===== config.mk =====
export PLATFORM = sky130hd
export DESIGN_NAME = branch_target_buffer
export DESIGN_NICKNAME = d
export VERILOG_FILES = /design/src/rtl/branch_target_buffer.sv
export SDC_FILE = /design/constraint.sdc
export NUM_CORES = 2
export LEC_CHECK = 0
export ABC_AREA = 1
export CORE_AREA = 2 2 289 291
export CTS_BUF_LIST = sky130_fd_sc_hd__clkbuf_8
export CTS_CLUSTER_DIAMETER = 100
export DETAILED_ROUTE_END_ITERATION = 16
export DIE_AREA = 0 0 291 293
export PLACE_DENSITY = 0.8
export SYNTH_ARGS = -nofsm -noshare
export SYNTH_HDL_FRONTEND = slang
export SYNTH_SLANG_ARGS = --single-unit

===== constraint.sdc =====
create_clock -name clk -period 43.7 [get_ports clk]
set_input_delay 4.37 -clock clk [delete_from_list [all_inputs] [get_ports clk]]
set_output_delay 4.37 -clock clk [all_outputs]
set_load 0.02 [all_outputs]

===== src/rtl/branch_target_buffer.sv =====
// ---------------------------------------------------------------------------
// branch_target_buffer
//
// Direct-mapped branch target buffer with a 2-bit saturating direction
// counter per entry.
//
// Fetch side : the current pc is looked up combinationally. The result drives
//              the fetch-stage next-pc mux in the same cycle as pc.
// Execute side: a resolved branch or jump writes back through one update port.
//              The write can allocate an entry, retrain an entry, or leave the
//              table unchanged.
//
// Update port semantics: update_en is a single-cycle strobe with no
// backpressure. The table always accepts the update on the next rising edge.
// update_* are don't-care while update_en is low.
//
// Ports
//   clk                 in   1   rising-edge clock
//   rst                 in   1   asynchronous active-high reset
//   pc                  in   32  fetch pc to look up
//   btb_target_pc       out  32  predicted target on hit, else 0
//   btb_pc_valid        out  1   lookup hit (entry valid and tag match)
//   btb_pc_predictTaken out  1   hit and counter msb set
//   update_en           in   1   resolved control-flow instruction this cycle
//   update_pc           in   32  pc of the resolved instruction
//   update_target       in   32  resolved target address
//   update_taken        in   1   resolved direction (1 = taken)
// ---------------------------------------------------------------------------
module branch_target_buffer #(
  parameter int ENTRIES = 16
) (
  input  logic        clk,
  input  logic        rst,
  input  logic [31:0] pc,
  output logic [31:0] btb_target_pc,
  output logic        btb_pc_valid,
  output logic        btb_pc_predictTaken,
  input  logic        update_en,
  input  logic [31:0] update_pc,
  input  logic [31:0] update_target,
  input  logic        update_taken
);

  localparam int IDX_W = $clog2(ENTRIES);
  localparam int TAG_W = 30 - IDX_W;

  // Counter encoding: 00 strong-NT, 01 weak-NT, 10 weak-T, 11 strong-T.
  localparam logic [1:0] CTR_RESET = 2'b01;
  localparam logic [1:0] CTR_ALLOC = 2'b10;

  logic             valid_q  [ENTRIES];
  logic [TAG_W-1:0] tag_q    [ENTRIES];
  logic [31:0]      target_q [ENTRIES];
  logic [1:0]       ctr_q    [ENTRIES];

  logic             valid_d  [ENTRIES];
  logic [TAG_W-1:0] tag_d    [ENTRIES];
  logic [31:0]      target_d [ENTRIES];
  logic [1:0]       ctr_d    [ENTRIES];

  // The word-offset bits of both addresses play no part in indexing or tagging.
  logic unused_addr_bits;
  assign unused_addr_bits = ^{pc[1:0], update_pc[1:0]};

  function automatic logic [1:0] sat_inc(input logic [1:0] c);
    return (c == 2'b11) ? 2'b11 : c + 2'd1;
  endfunction

  function automatic logic [1:0] sat_dec(input logic [1:0] c);
    return (c == 2'b00) ? 2'b00 : c - 2'd1;
  endfunction

  // -------------------------------------------------------------------------
  // Fetch-side lookup. It reads only the registered table, so an update in
  // flight to the same index stays invisible until after the edge.
  // -------------------------------------------------------------------------
  logic [IDX_W-1:0] lk_idx;
  logic [TAG_W-1:0] lk_tag;
  logic             lk_hit;

  always_comb begin
    lk_idx              = pc[IDX_W+1:2];
    lk_tag              = pc[31:IDX_W+2];
    lk_hit              = valid_q[lk_idx] && (tag_q[lk_idx] == lk_tag);
    btb_pc_valid        = lk_hit;
    btb_pc_predictTaken = lk_hit && ctr_q[lk_idx][1];
    btb_target_pc       = lk_hit ? target_q[lk_idx] : 32'h0;
  end

  // -------------------------------------------------------------------------
  // Execute-side update: next-state for the whole table.
  // -------------------------------------------------------------------------
  logic [IDX_W-1:0] up_idx;
  logic [TAG_W-1:0] up_tag;
  logic             up_hit;

  always_comb begin
    for (int i = 0; i < ENTRIES; i++) begin
      valid_d[i]  = valid_q[i];
      tag_d[i]    = tag_q[i];
      target_d[i] = target_q[i];
      ctr_d[i]    = ctr_q[i];
    end
    up_idx = update_pc[IDX_W+1:2];
    up_tag = update_pc[31:IDX_W+2];
    up_hit = valid_q[up_idx] && (tag_q[up_idx] == up_tag);

    if (update_en) begin
      if (up_hit) begin
        if (update_taken) begin
          ctr_d[up_idx]    = sat_inc(ctr_q[up_idx]);
          target_d[up_idx] = update_target;
        end else begin
          ctr_d[up_idx]    = sat_dec(ctr_q[up_idx]);
        end
      end else if (update_taken) begin
        // Allocation on a taken miss. A conflicting entry is simply replaced;
        // there is no replacement state to consult.
        valid_d[up_idx]  = 1'b1;
        tag_d[up_idx]    = up_tag;
        target_d[up_idx] = update_target;
        ctr_d[up_idx]    = CTR_ALLOC;
      end
      // A not-taken miss never allocates.
    end
  end

  always_ff @(posedge clk or posedge rst) begin
    if (rst) begin
      for (int i = 0; i < ENTRIES; i++) begin
        valid_q[i]  <= 1'b0;
        tag_q[i]    <= '0;
        target_q[i] <= 32'h0;
        ctr_q[i]    <= CTR_RESET;
      end
    end else begin
      for (int i = 0; i < ENTRIES; i++) begin
        valid_q[i]  <= valid_d[i];
        tag_q[i]    <= tag_d[i];
        target_q[i] <= target_d[i];
        ctr_q[i]    <= ctr_d[i];
      end
    end
  end

endmodule


[Word level (Yosys, flattened, before mapping)]
Cells that the tools add are included.
Widths: inputs -> output; s select.
Operators by class
  reduce and logical (&&, ||, !) cells: 9
  order comparisons: 3
  bitwise logic cells: 7
  muxes and demuxes: 39
  add/sub/neg operators: 2
  equal/unequal tests: 3
Operators by type and width (count)
  $bwmux 512: 1
  $bwmux 416: 1
  $mux 32: 7
  $bmux 26 s4: 2
  $mux 26: 5
  $bmux 32 s4: 1
  $demux 32 s4: 1
  $demux 26 s4: 1
  $bwmux 32: 2
  $eq 26x26->1: 2
  $or 16x16->16: 2
  $and 16x16->16: 1
  $bmux 2 s4: 2
  $not 16->16: 1
  $mux 2: 7
  $ge 5x5->1 const B: 2
  $not 4->5: 2
  $bmux 1 s4: 2
  $demux 2 s4: 1
  $lt 5x1->1 const B: 1
  $mux 1: 5
  $demux 1 s4: 1
  $logic_and 1x1->1: 4
  $reduce_and 2->1: 2
  other kinds (7): 7
Word-level totals
  logic and storage cells: 127
  bits in registers: 976
  bits of input ports: 100
  output and inout bits: 34

[Logic depth before layout (Yosys ltp)]
  depth in word-level cells: 9
  gate-level depth with buffers: 24
  mapped depth without buffers: 20

[Worst setup path after synthesis]
No wires, ideal clock.
  path type: input to output
  from: input port pc[2]
  to: output port btb_target_pc[22]
  setup slack: 32.619 ns
  stages: 13
  arrival time: 6.711 ns
  path buffers: 4
  path through: buf_2 > clkbuf_1 > clkbuf_1 > o21ai_0 > o211ai_1 > o21ai_0 > o21ai_0 > xnor2_1 > nand2_1 > nor2_1 > nand3_1 > clkbuf_1 > nor3_1
On the way
  longest elaborated chain between the ends: 7
  elaborated cells on any way between the ends: 13
  those cells by class: eq/ne (1); mux (10); bitwise (1); reduce/logical (1)
RTL lines
  start, declared: line 34  | input logic [31:0] pc,
  $not 4->5 (implied by the code) (*): line 84, 87
  $bmux 26 s4: line 84  | lk_hit = valid_q[lk_idx] && (tag_q[lk_idx] == lk_tag);
  $mux 26 (implied by the code) (2 in series): line 84
  $eq 26x26->1: line 84
  $logic_and 1x1->1: line 84
  $mux 32 (*): line 87  | btb_target_pc = lk_hit ? target_q[lk_idx] : 32'h0;
  end, declared: line 35  | output logic [31:0] btb_target_pc,
Mark *: on every way between the ends. The rest lies on a longest branch, timed or not. The select of a mux whose other input is x is not followed.

[Worst setup path after layout]
  from: input port pc[2]
  to: output port btb_target_pc[7]
The elaborated chain is that of the path after synthesis.

==> impl_metrics.env <==
export IMPL_core_sq_um=81850
export IMPL_cts_sinks=976
export IMPL_swShare_pct=31.26
export IMPL_cp_end_kind="output pin"
export IMPL_grt_max_degree=191
export IMPL_irDropWorstVdd_mv=0.03078
export IMPL_rows=105
export IMPL_crit_family="buffers and inverters"
export IMPL_status="completed"
export IMPL_setup_slack_ns=28.49
export IMPL_syn_inst=6437
export IMPL_final_antenna_net_count=0
export IMPL_setup_viol=0
export IMPL_layout_nets=6365
export IMPL_cp_slowest_cell="buf_4"
export IMPL_ys_seq_area_share_pct=49.94
export IMPL_r2r_start="tag_q[96]$_DFFE_PP0P_"
export IMPL_nFillCells=6959
export IMPL_intPower_mw=1.642
export IMPL_fin_crit_ns=15.21
export IMPL_worst_pin_slew_ns=1.280
export IMPL_worst_r2r_cell_count=15
export IMPL_grt_overflow_total=0
export IMPL_cp_num_cells=16
export IMPL_synth_seq_cells=976
export IMPL_worst_path_buf_inv=6
export IMPL_viasPerCell=6.205
export IMPL_p_comb_share_pct=16.8
export IMPL_die_w_um=291
export IMPL_avgSynthCellArea_sq_um=7.604
export IMPL_power_total_mw=2.389
export IMPL_maxCapViolations=0
export IMPL_root_buffer="clkbuf_8"
export IMPL_start_util_pct=59.80
export IMPL_min_delay_path_class="reg -> reg"
export IMPL_synth_distinct_cells=44
export IMPL_cp_arrival_ns=10.84
export IMPL_crit_chain="buf_8, inv_8, buf_4, buf_4, buf_4, o21ai_0, o211ai_1, nand3_1, nand2_1, o22ai_1, nor2_1, nand2_1, nor2_1, nand2_2, nor3_1, clkdlybuf4s50_1"
export IMPL_hold_buffers=0
export IMPL_synthArstFlopShare_pct=100.0
export IMPL_fp_dieH_um=293
export IMPL_power_switching_mw=0.7467
export IMPL_drt_pass1_iter_count=8
export IMPL_syn_area_sq_um=48940
export IMPL_drtIter0Drc=6979
export IMPL_slowest_delay_ns=0.94
export IMPL_ctsResizeCount=0
export IMPL_timing_final_crit_share_pct=34.81
export IMPL_final_util_pct=64.98
export IMPL_io_buffers=129
export IMPL_boundaryPins=134
export IMPL_drc=0
export IMPL_startpoint="pc[2]"
export IMPL_numCtsBuffers=162
export IMPL_hold_path_depth=2
export IMPL_vias=46290
export IMPL_worstHoldStart="ctr_q[0]$_DFFE_PP1P_"
export IMPL_synth_warning_count=0
export IMPL_place_ws_ns=28.53
export IMPL_h_tree_depth=4
export IMPL_synth_edf_count=0
export IMPL_max_slew_margin_pct=14.69
export IMPL_grt_pass1_wl_mm=241.6
export IMPL_drive_above_1_share_pct=5.777
export IMPL_gp_congestion=0.9429
export IMPL_cts_setup_buffers=0
export IMPL_hold_viol=0
export IMPL_cts_tree="done"
export IMPL_worst_r2r_endpoint="tag_q[308]$_DFFE_PP0P_"
export IMPL_seqPwrFrac_pct=49.1
export IMPL_hpwl_mm=80.76
export IMPL_syn_to_final_growth_pct=8.661
export IMPL_wirelength_mm=153.6
export IMPL_die_area_sq_um=85260
export IMPL_maxSlewViolCount=0
export IMPL_clkSlewWorstSetupHoldPaths_ns=0.07
export IMPL_synth_nets=6537
export IMPL_grt_pass1_vias=43200
export IMPL_dpl_cell_area_sq_um=49900
export IMPL_r2r_slack_ns=40.00
export IMPL_endpoint="btb_target_pc[7]"
export IMPL_critical_path_required_ns=39.33
export IMPL_wire_per_inst_um=20.59
export IMPL_antenna_found_initial=4
export IMPL_insertion_delay_ns=0.87
export IMPL_ys_flop_type="dfrtp_1"
export IMPL_fmax_mhz=65.73
export IMPL_pwr_share_clk_pct=34.2
export IMPL_tns_ns=0
export IMPL_crit_top_cell="buf_4"
export IMPL_grt_usage_pct=35.88
export IMPL_start_kind="input port"
export IMPL_finClkSkew_ns=0.05711
export IMPL_clk_path_buf_depth=3
export IMPL_power_density_nw_per_um2=44.91
export IMPL_grt_setup_unrepaired="no"
export IMPL_crit_type="in -> out"
export IMPL_leakage_nw=25.10
export IMPL_final_area_sq_um=53180
export IMPL_cp_max_fo=106
power by group through the flow:
stage | Combinational, mW | Clock (mW) | Sequential [mW]
floorplan | 0.301 | 0 | 1.16
global placement | 0.378 | 0 | 1.17
detailed placement | 0.393 | 0 | 1.18
CTS | 0.395 | 0.821 | 1.17
global route | 0.460 | 0.861 | 1.19
finish | 0.401 | 0.816 | 1.17
kinds of logic after synthesis:
logic type	after synthesis	synth area share, %
muxes	1	0.02045
and+or+nand+nor	2954	23.68
buffers and inverters	692	5.949
xor gates and xnor gates	6	0.1074
DFF	976	49.94
AOI/OAI and AO/OA	1808	20.30
cells in the mapped netlist (30+ instances only):
cell      instances  share of area [%]
dfrtp_1         960                 49
inv_1           162                1.2
o22ai_1          32               0.41
a221oi_1        122                2.2
o21ai_0        1002                 10
buf_2           106                1.1
o31ai_1          33               0.51
nor2_1          346                2.7
buf_1            30               0.23
nor3_1           40               0.41
nand3_1         143                1.5
nand2_1        2384                 18
o21ai_1         207                2.1
o211ai_1         54               0.83
buf_4            36               0.55
clkbuf_1        343                2.6
a21oi_1         302                3.1
cell usage in the layout, fill, tap and decap left out, types with 3 or more instances in the layout:
cell type | Yosys | routed
nand2_1 | 2384 | 2368
o21ai_0 | 1002 | 1002
dfrtp_1 | 960 | 960
nor2_1 | 346 | 344
a21oi_1 | 302 | 302
inv_1 | 162 | 211
o21ai_1 | 207 | 207
clkbuf_8 | 0 | 199
nand3_1 | 143 | 142
clkdlybuf4s50_1 | 0 | 124
a221oi_1 | 122 | 122
o211ai_1 | 54 | 54
buf_4 | 36 | 51
nor3_1 | 40 | 40
o31ai_1 | 33 | 33
o22ai_1 | 32 | 32
o221ai_1 | 28 | 28
nand2_2 | 3 | 19
clkinv_2 | 0 | 18
a22oi_1 | 16 | 16
dfstp_2 | 16 | 16
nand4_1 | 10 | 10
nand3_4 | 9 | 9
a31oi_1 | 8 | 8
inv_8 | 0 | 7
nand3_2 | 6 | 7
buf_12 | 0 | 6
nor2_4 | 3 | 5
xnor2_1 | 5 | 5
inv_6 | 1 | 4
inv_2 | 7 | 4
clkinv_8 | 0 | 4
nand2_4 | 3 | 3
or2_2 | 3 | 3
inv_12 | 0 | 3
tightest hold or removal path, stage by stage, from the launching register on:
cell and delay (ns):
dfstp_2 0.37, nand2_1 0.05, nand2_1 0.05
routing by layer:
layer / global-route usage [%] / part of all wire [%] / up-vias
li1: - / - / 20990
met5: 0 / 0.0091 / -
met1: 49.05 / 39 / 21760
met4: 18.45 / 4.8 / 2
met2: 54.22 / 44 / 2997
met3: 7.806 / 12 / 535
per-stage QoR:
step                hold slack, ns  cells
finish                      0.4695   7459
global route                0.4801   7459
CTS                         0.4697   7457
detailed placement          0.4583   7171
global placement            0.4542   7171
floorplan                   0.4462   6437
cell type report:
| type | instances | area (sq um) | share of cell area, % |
|---|---|---|---|
| Multi-Input combinational cell | 4769 | 21650 | 40.71 |
| Antenna cell | 2 | 5.005 | 0.009410 |
| Clock buffer | 199 | 2739 | 5.150 |
| Tap cell | 1070 | 1339 | 2.517 |
| Inverter | 172 | 685.7 | 1.289 |
| Timing Repair Buffer | 184 | 1785 | 3.357 |
| Sequential cell | 976 | 24440 | 45.96 |
| Clock inverter | 87 | 536.8 | 1.009 |
registers in the layout (all words and copies together) (netlist names):
name      flops
ctr_q        32
tag_q       416
target_q    512
valid_q      16
worst min path at each step:
stage | endpoint
finish | ctr_q[0]$_DFFE_PP1P_
global route | ctr_q[28]$_DFFE_PP1P_
CTS | ctr_q[10]$_DFFE_PP1P_
detailed placement | ctr_q[0]$_DFFE_PP1P_
global placement | ctr_q[4]$_DFFE_PP1P_
floorplan | ctr_q[28]$_DFFE_PP1P_
Note: power is estimated with default switching activity, not from simulation.
